File: config.mk
export PLATFORM = sky130hd
export DESIGN_NAME = clk_en_gen
export DESIGN_NICKNAME = d
export VERILOG_FILES = /design/src/rtl/clk_en_pkg.sv /design/src/rtl/clk_en_chan.sv /design/src/rtl/clk_en_gen.sv
export SDC_FILE = /design/constraint.sdc
export NUM_CORES = 1
export LEC_CHECK = 0
export CORE_MARGIN = 2
export CORE_UTILIZATION = 40
export DETAILED_ROUTE_END_ITERATION = 8
export HOLD_SLACK_MARGIN = 0.02
export PLACE_DENSITY_LB_ADDON = 0.05
export SLEW_MARGIN = 20
export SYNTH_ARGS = -nofsm -noshare
export SYNTH_HDL_FRONTEND = slang
export SYNTH_SLANG_ARGS = --single-unit
File: constraint.sdc
create_clock -name clk -period 5.02 [get_ports clk]
set_input_delay 1.004 -clock clk [delete_from_list [all_inputs] [get_ports clk]]
set_output_delay 1.004 -clock clk [all_outputs]
set_load 0.02 [all_outputs]
File: src/rtl/clk_en_pkg.sv
// Shared state codes and helpers for the fractional clock-enable generator.
// Optional phase-realign input is enabled with the CLK_EN_SYNC_EN macro (see clk_en_gen).
package clk_en_pkg;

  localparam logic [1:0] ST_SETTLE = 2'd0;
  localparam logic [1:0] ST_LOCKED = 2'd1;
  localparam logic [1:0] ST_ERR    = 2'd2;

  typedef logic [1:0] chan_state_t;

  function automatic int lock_cnt_w(input int lock_cyc);
    return $clog2(lock_cyc + 1);
  endfunction

  // A ratio can only be generated as pulses when 0 < mul <= div.
  function automatic logic ratio_legal(input logic [31:0] mul, input logic [31:0] div);
    return (div != 32'd0) && (mul != 32'd0) && (mul <= div);
  endfunction

endpackage

File: src/rtl/clk_en_chan.sv
// One enable channel: settle/lock FSM, settle counter, fractional accumulator and ce register.
// The sync input realigns the phase of a non-ERR channel; tie it low when unused.
module clk_en_chan
  import clk_en_pkg::*;
#(
  parameter int W        = 16,
  parameter int LOCK_CYC = 64,
  parameter int DEF_MUL  = 1,
  parameter int DEF_DIV  = 8
) (
  input  logic         clk,
  input  logic         rst_n,
  input  logic         cfg_wr,
  input  logic         sync,
  input  logic [W-1:0] cfg_mul,
  input  logic [W-1:0] cfg_div,
  output logic         ce,
  output logic         locked,
  output logic         err
);

  localparam int CNT_W = lock_cnt_w(LOCK_CYC);

  chan_state_t      state;
  logic [CNT_W-1:0] cnt;
  logic [W:0]       acc;
  logic [W-1:0]     mul;
  logic [W-1:0]     div;
  logic [W:0]       sum;
  logic             legal_now;
  logic             wr_legal;
  logic             run;

  always_comb begin
    legal_now = ratio_legal(32'(mul), 32'(div));
    wr_legal  = ratio_legal(32'(cfg_mul), 32'(cfg_div));
    sum       = acc + {1'b0, mul};
    run       = (state != ST_ERR) && legal_now;
  end

  // A stored ratio that is illegal can only come from the reset defaults; it is caught in SETTLE.
  always_ff @(posedge clk) begin
    if (!rst_n) begin
      state <= ST_SETTLE;
      cnt   <= '0;
      acc   <= '0;
      mul   <= W'(DEF_MUL);
      div   <= W'(DEF_DIV);
      ce    <= 1'b0;
    end else if (cfg_wr) begin
      mul   <= cfg_mul;
      div   <= cfg_div;
      cnt   <= '0;
      acc   <= '0;
      ce    <= 1'b0;
      state <= wr_legal ? ST_SETTLE : ST_ERR;
    end else begin
      if (state == ST_SETTLE) begin
        if (!legal_now)
          state <= ST_ERR;
        else if (cnt == CNT_W'(LOCK_CYC - 1))
          state <= ST_LOCKED;
        else
          cnt <= cnt + CNT_W'(1);
      end

      if (!run || sync) begin
        acc <= '0;
        ce  <= 1'b0;
      end else if (sum >= {1'b0, div}) begin
        acc <= sum - {1'b0, div};
        ce  <= 1'b1;
      end else begin
        acc <= sum;
        ce  <= 1'b0;
      end
    end
  end

  assign locked = (state == ST_LOCKED);
  assign err    = (state == ST_ERR);

endmodule

File: src/rtl/clk_en_gen.sv
// N-channel fractional clock-enable generator: config handshake/decode, error pulse, ready reduction.
// Define CLK_EN_SYNC_EN to add the 'sync' phase-realign input.
module clk_en_gen
  import clk_en_pkg::*;
#(
  parameter int N_CH     = 4,
  parameter int W        = 16,
  parameter int LOCK_CYC = 64,
  parameter int DEF_MUL  = 1,
  parameter int DEF_DIV  = 8,
  localparam int CH_W    = (N_CH > 1) ? $clog2(N_CH) : 1
) (
  input  logic            clk,
  input  logic            rst_n,
`ifdef CLK_EN_SYNC_EN
  input  logic            sync,
`endif
  input  logic            cfg_valid,
  output logic            cfg_ready,
  input  logic [CH_W-1:0] cfg_ch,
  input  logic [W-1:0]    cfg_mul,
  input  logic [W-1:0]    cfg_div,
  output logic            cfg_err,
  output logic [N_CH-1:0] ce,
  output logic [N_CH-1:0] locked,
  output logic [N_CH-1:0] ch_err,
  output logic            ready
);

  logic            accept;
  logic            sync_int;
  logic [N_CH-1:0] cfg_wr;

`ifdef CLK_EN_SYNC_EN
  assign sync_int = sync;
`else
  assign sync_int = 1'b0;
`endif

  assign accept = cfg_valid & cfg_ready;

  always_comb begin
    cfg_wr = '0;
    for (int i = 0; i < N_CH; i++) begin
      if (accept && (cfg_ch == CH_W'(i)))
        cfg_wr[i] = 1'b1;
    end
  end

  // ready lags locked by one cycle because it is registered from the channel outputs.
  always_ff @(posedge clk) begin
    if (!rst_n) begin
      cfg_ready <= 1'b0;
      cfg_err   <= 1'b0;
      ready     <= 1'b0;
    end else begin
      cfg_ready <= 1'b1;
      cfg_err   <= accept && (32'(cfg_ch) >= 32'(N_CH));
      ready     <= &locked;
    end
  end

  for (genvar g = 0; g < N_CH; g++) begin : g_chan
    clk_en_chan #(
      .W       (W),
      .LOCK_CYC(LOCK_CYC),
      .DEF_MUL (DEF_MUL),
      .DEF_DIV (DEF_DIV)
    ) u_chan (
      .clk    (clk),
      .rst_n  (rst_n),
      .cfg_wr (cfg_wr[g]),
      .sync   (sync_int),
      .cfg_mul(cfg_mul),
      .cfg_div(cfg_div),
      .ce     (ce[g]),
      .locked (locked[g]),
      .err    (ch_err[g])
    );
  end

endmodule
==> metrics.md <==
| Metric | Value |
|---|---|
| Status | `finished, final reports clean` |
| Crit path max fanout | `10` |
| Mapped Nets | `2440` |
| Routed Antenna Nets | `0` |
| Largest cells by area after synthesis | `dfxtp_1, ha_1, a21oi_1` |
| Slew Limit Headroom | `31.4%` |
| All-Layer GR Usage | `23.8%` |
| Initial antenna violation count | `1` |
| Die Y | `211 µm` |
| Die ar. | `0.0444 mm²` |
| DRT iter0 DRCs | `1010` |
| Max_cap viols | `0` |
| Warnings from Yosys | `0` |
| Num CTS Buffers | `29` |
| Setup crit start kind | `flop` |
| Setup bufs post-CTS | `0` |
| Final Max Slew Viols | `0` |
| Worst clock skew | `0.0193 ns` |
| Fin Hold WS | `0.457 ns` |
| Fin crit share | `93.7%` |
| Number of synthesized register bits | `238` |
| DR WL/cell | `19.0 µm` |
| Least-Margin Pin Slew | `1.03 ns` |
| RR Endpoint | `g_chan[2].u_chan.acc[7]` |
| Root Driver | `clkbuf_16` |
| Hold Path End | `g_chan[0].u_chan.cnt[6]` |
| Post-Synthesis Cells | `2183` |
| Die Width | `211 µm` |
| Worst r2r src | `g_chan[2].u_chan.mul[0]` |
| Vias per Instance | `5.66` |
| Detailed-route wire length | `52.9 mm` |
| Largest net degree at the start of global routing | `65` |
| Async S/R FF share, synth | `0%` |
| Buffers on Ports | `50` |
| Sequential share of the synthesized area | `27.9%` |
| Min-delay src | `g_chan[0].u_chan.cnt[6]` |
| Sequential Area | `0.00476 mm²` |
| Primary FF master, synth | `dfxtp_1` |
| Core outline area | `0.0420 mm²` |
| Ports | `52` |
| Unrepaired setup endpoints after global routing | `no` |
| Most common cell after layout, fill and taps aside | `nand2_1` |
| Router iterations before antenna repair | `7` |
| R2r setup slk | `0.31 ns` |
| Final Hold Fails | `0` |
| Post-DP HPWL | `40.2 mm` |
| GPL Wtd Cong | `0.887` |
| Multi-input logic area | `0.0115 mm²` |
| # fillers | `4277` |
| Worst EP required | `5.44 ns` |
| Most frequent cells in the layout | `nand2_1, a21oi_1, dfxtp_1` |
| Clk slew on worst S/H paths | `0.06 ns` |
| CTS tree | `built` |
| Mapped Area | `0.0171 mm²` |
| Total gr overflow | `0` |
| Number of cell rows | `75` |
| Share of layout cells above drive strength 1 | `5.80%` |
| CTS HTree Levels | `1` |
| Pwr Total | `0.00883 W` |
| Vias in the first global route | `15.3k` |
| Residual DRC | `0` |
| WS Path Type | `flop to flop` |
| Reg2Reg Depth | `18` |
| Area growth from synthesis to layout | `12.4%` |
| Power Dens Cells | `460 mW/mm²` |
| Final #Nets | `2479` |
| First-pass GRT wire length | `84.3 mm` |
| Setup crit end kind | `flop` |
| Longest Clk Path Bufs | `3` |
| Leakage | `8.18 nW` |
| Clk sinks | `238` |
| Initial Util | `40.7%` |
| Syn_area_per_cell | `7.83 µm²` |
| DR vias | `15.8k` |
| Final number of setup-violating endpoints | `0` |
| Cell taking the most area after synthesis | `dfxtp_1` |
| Setup TNS | `0 ns` |
| Post-synth EDFFs | `0` |
| Worst Hold Class | `flop to flop` |
| Maximum vdd drop | `0.309 mV` |
| CTS-repair resized insts | `0` |
| Synth cell types | `79` |
| Top-area cell type share of the netlist area | `27.9%` |
| Hold_buf cts | `0` |
| Worst Path Arrival | `5.13 ns` |
| Hold path depth | `2` |
| Worst-Skew Late Latency | `0.58 ns` |
| Maximum clock rate | `213 MHz` |
| Final min period | `4.71 ns` |
| Post-Route Utilization | `45.7%` |
==> layer usage <==
metal / part of all wire [%] / vias to the layer above / routed length (µm) / GRT usage [%]
li1: - / 7963 / - / -
met1: 46 / 7429 / 24600 / 31.8
met2: 47 / 292 / 25000 / 40.7
met3: 4.1 / 76 / 2190 / 3.02
met4: 2.2 / 0 / 1190 / 5.73
met5: 0 / - / 0 / 0
==> worst max-delay path by stage <==
| stage | from | end | slack [ns] | cells past startpoint |
|---|---|---|---|---|
| floorplan | g_chan[2].u_chan.mul[0] | g_chan[2].u_chan.acc[5] | 0.54 | 18 |
| global placement | g_chan[2].u_chan.mul[0] | g_chan[2].u_chan.acc[6] | 0.33 | 18 |
| detailed placement | g_chan[2].u_chan.mul[0] | g_chan[2].u_chan.acc[7] | 0.18 | 18 |
| CTS | g_chan[2].u_chan.mul[0] | g_chan[2].u_chan.acc[7] | 0.15 | 18 |
| global route | g_chan[2].u_chan.mul[0] | g_chan[2].u_chan.acc[7] | 0.02 | 18 |
| finish | g_chan[2].u_chan.mul[0] | g_chan[2].u_chan.acc[7] | 0.31 | 18 |
==> flip-flops by register name, summed over array words and instances (netlist names) <==
register and flops:
g_chan.u_chan.state 8, g_chan.u_chan.ce 4, cfg_ready 1, ready 1, g_chan.u_chan.cnt 28, g_chan.u_chan.mul 64, g_chan.u_chan.acc 68, g_chan.u_chan.div 64
==> kinds of logic after synthesis <==
| group | count (synthesis) | synth area share, % |
|---|---|---|
| AO/OA/AOI/OAI | 623 | 22.9 |
| AND/OR/NAND/NOR | 760 | 21.0 |
| other | 1 | 0.0219 |
| adder cells (fa/ha/maj) | 220 | 16.4 |
| buffers and inverters | 215 | 5.18 |
| XOR/XNOR | 112 | 5.74 |
| flip-flops | 238 | 27.9 |
| multiplexers | 14 | 0.834 |
==> worst max-delay path, cell delays in order (launching register included) <==
cell,delay (ns)
dfxtp_1,0.34
ha_1,0.26
fa_1,0.50
a211oi_2,0.23
o21ai_1,0.16
a31o_2,0.28
a21o_1,0.17
a21oi_1,0.18
xnor2_1,0.18
ha_1,0.35
a2111oi_2,0.37
o21ai_1,0.15
nor4_2,0.23
nor2_1,0.13
o31a_1,0.34
nor4_4,0.18
buf_4,0.26
mux2i_1,0.21
nor2_1,0.05
==> stage by stage <==
stage,area (µm²),setup WS [ns],instances
finish,19200,0.315,2782
global route,19200,0.0216,2781
CTS,19200,0.152,2781
detailed placement,18200,0.180,2730
global placement,18200,0.335,2730
floorplan,17100,0.536,2183
==> Yosys cell counts, drive strengths merged (49+ instances only) <==
library cell,instances
a21o,65
a21oi,270
clkbuf,64
dfxtp,238
ha,212
inv,126
nand2,338
nand3,55
nand4,58
nor2,103
nor3,49
nor4,53
o21ai,96
xnor2,80
==> where the power goes <==
| group | switching, W | internal (W) | leakage [nW] | total, W |
|---|---|---|---|---|
| Sequential | 0.000116 | 0.00209 | 1.93 | 0.00221 |
| Clock | 0.000867 | 0.00133 | 0.476 | 0.00220 |
| Combinational | 0.00258 | 0.00184 | 5.77 | 0.00442 |
==> area by class of cell <==
| type | instances | area share, % |
|---|---|---|
| multi-input cells | 1730 | 59.7 |
| flip-flops and latches | 238 | 24.8 |
| clock buffers | 42 | 4.29 |
| inverters | 126 | 2.47 |
| diodes | 1 | 0.0130 |
| well taps | 539 | 3.51 |
| repair buffers | 97 | 4.44 |
| clock inverters | 9 | 0.788 |
(Power assumes the default switching activity.)
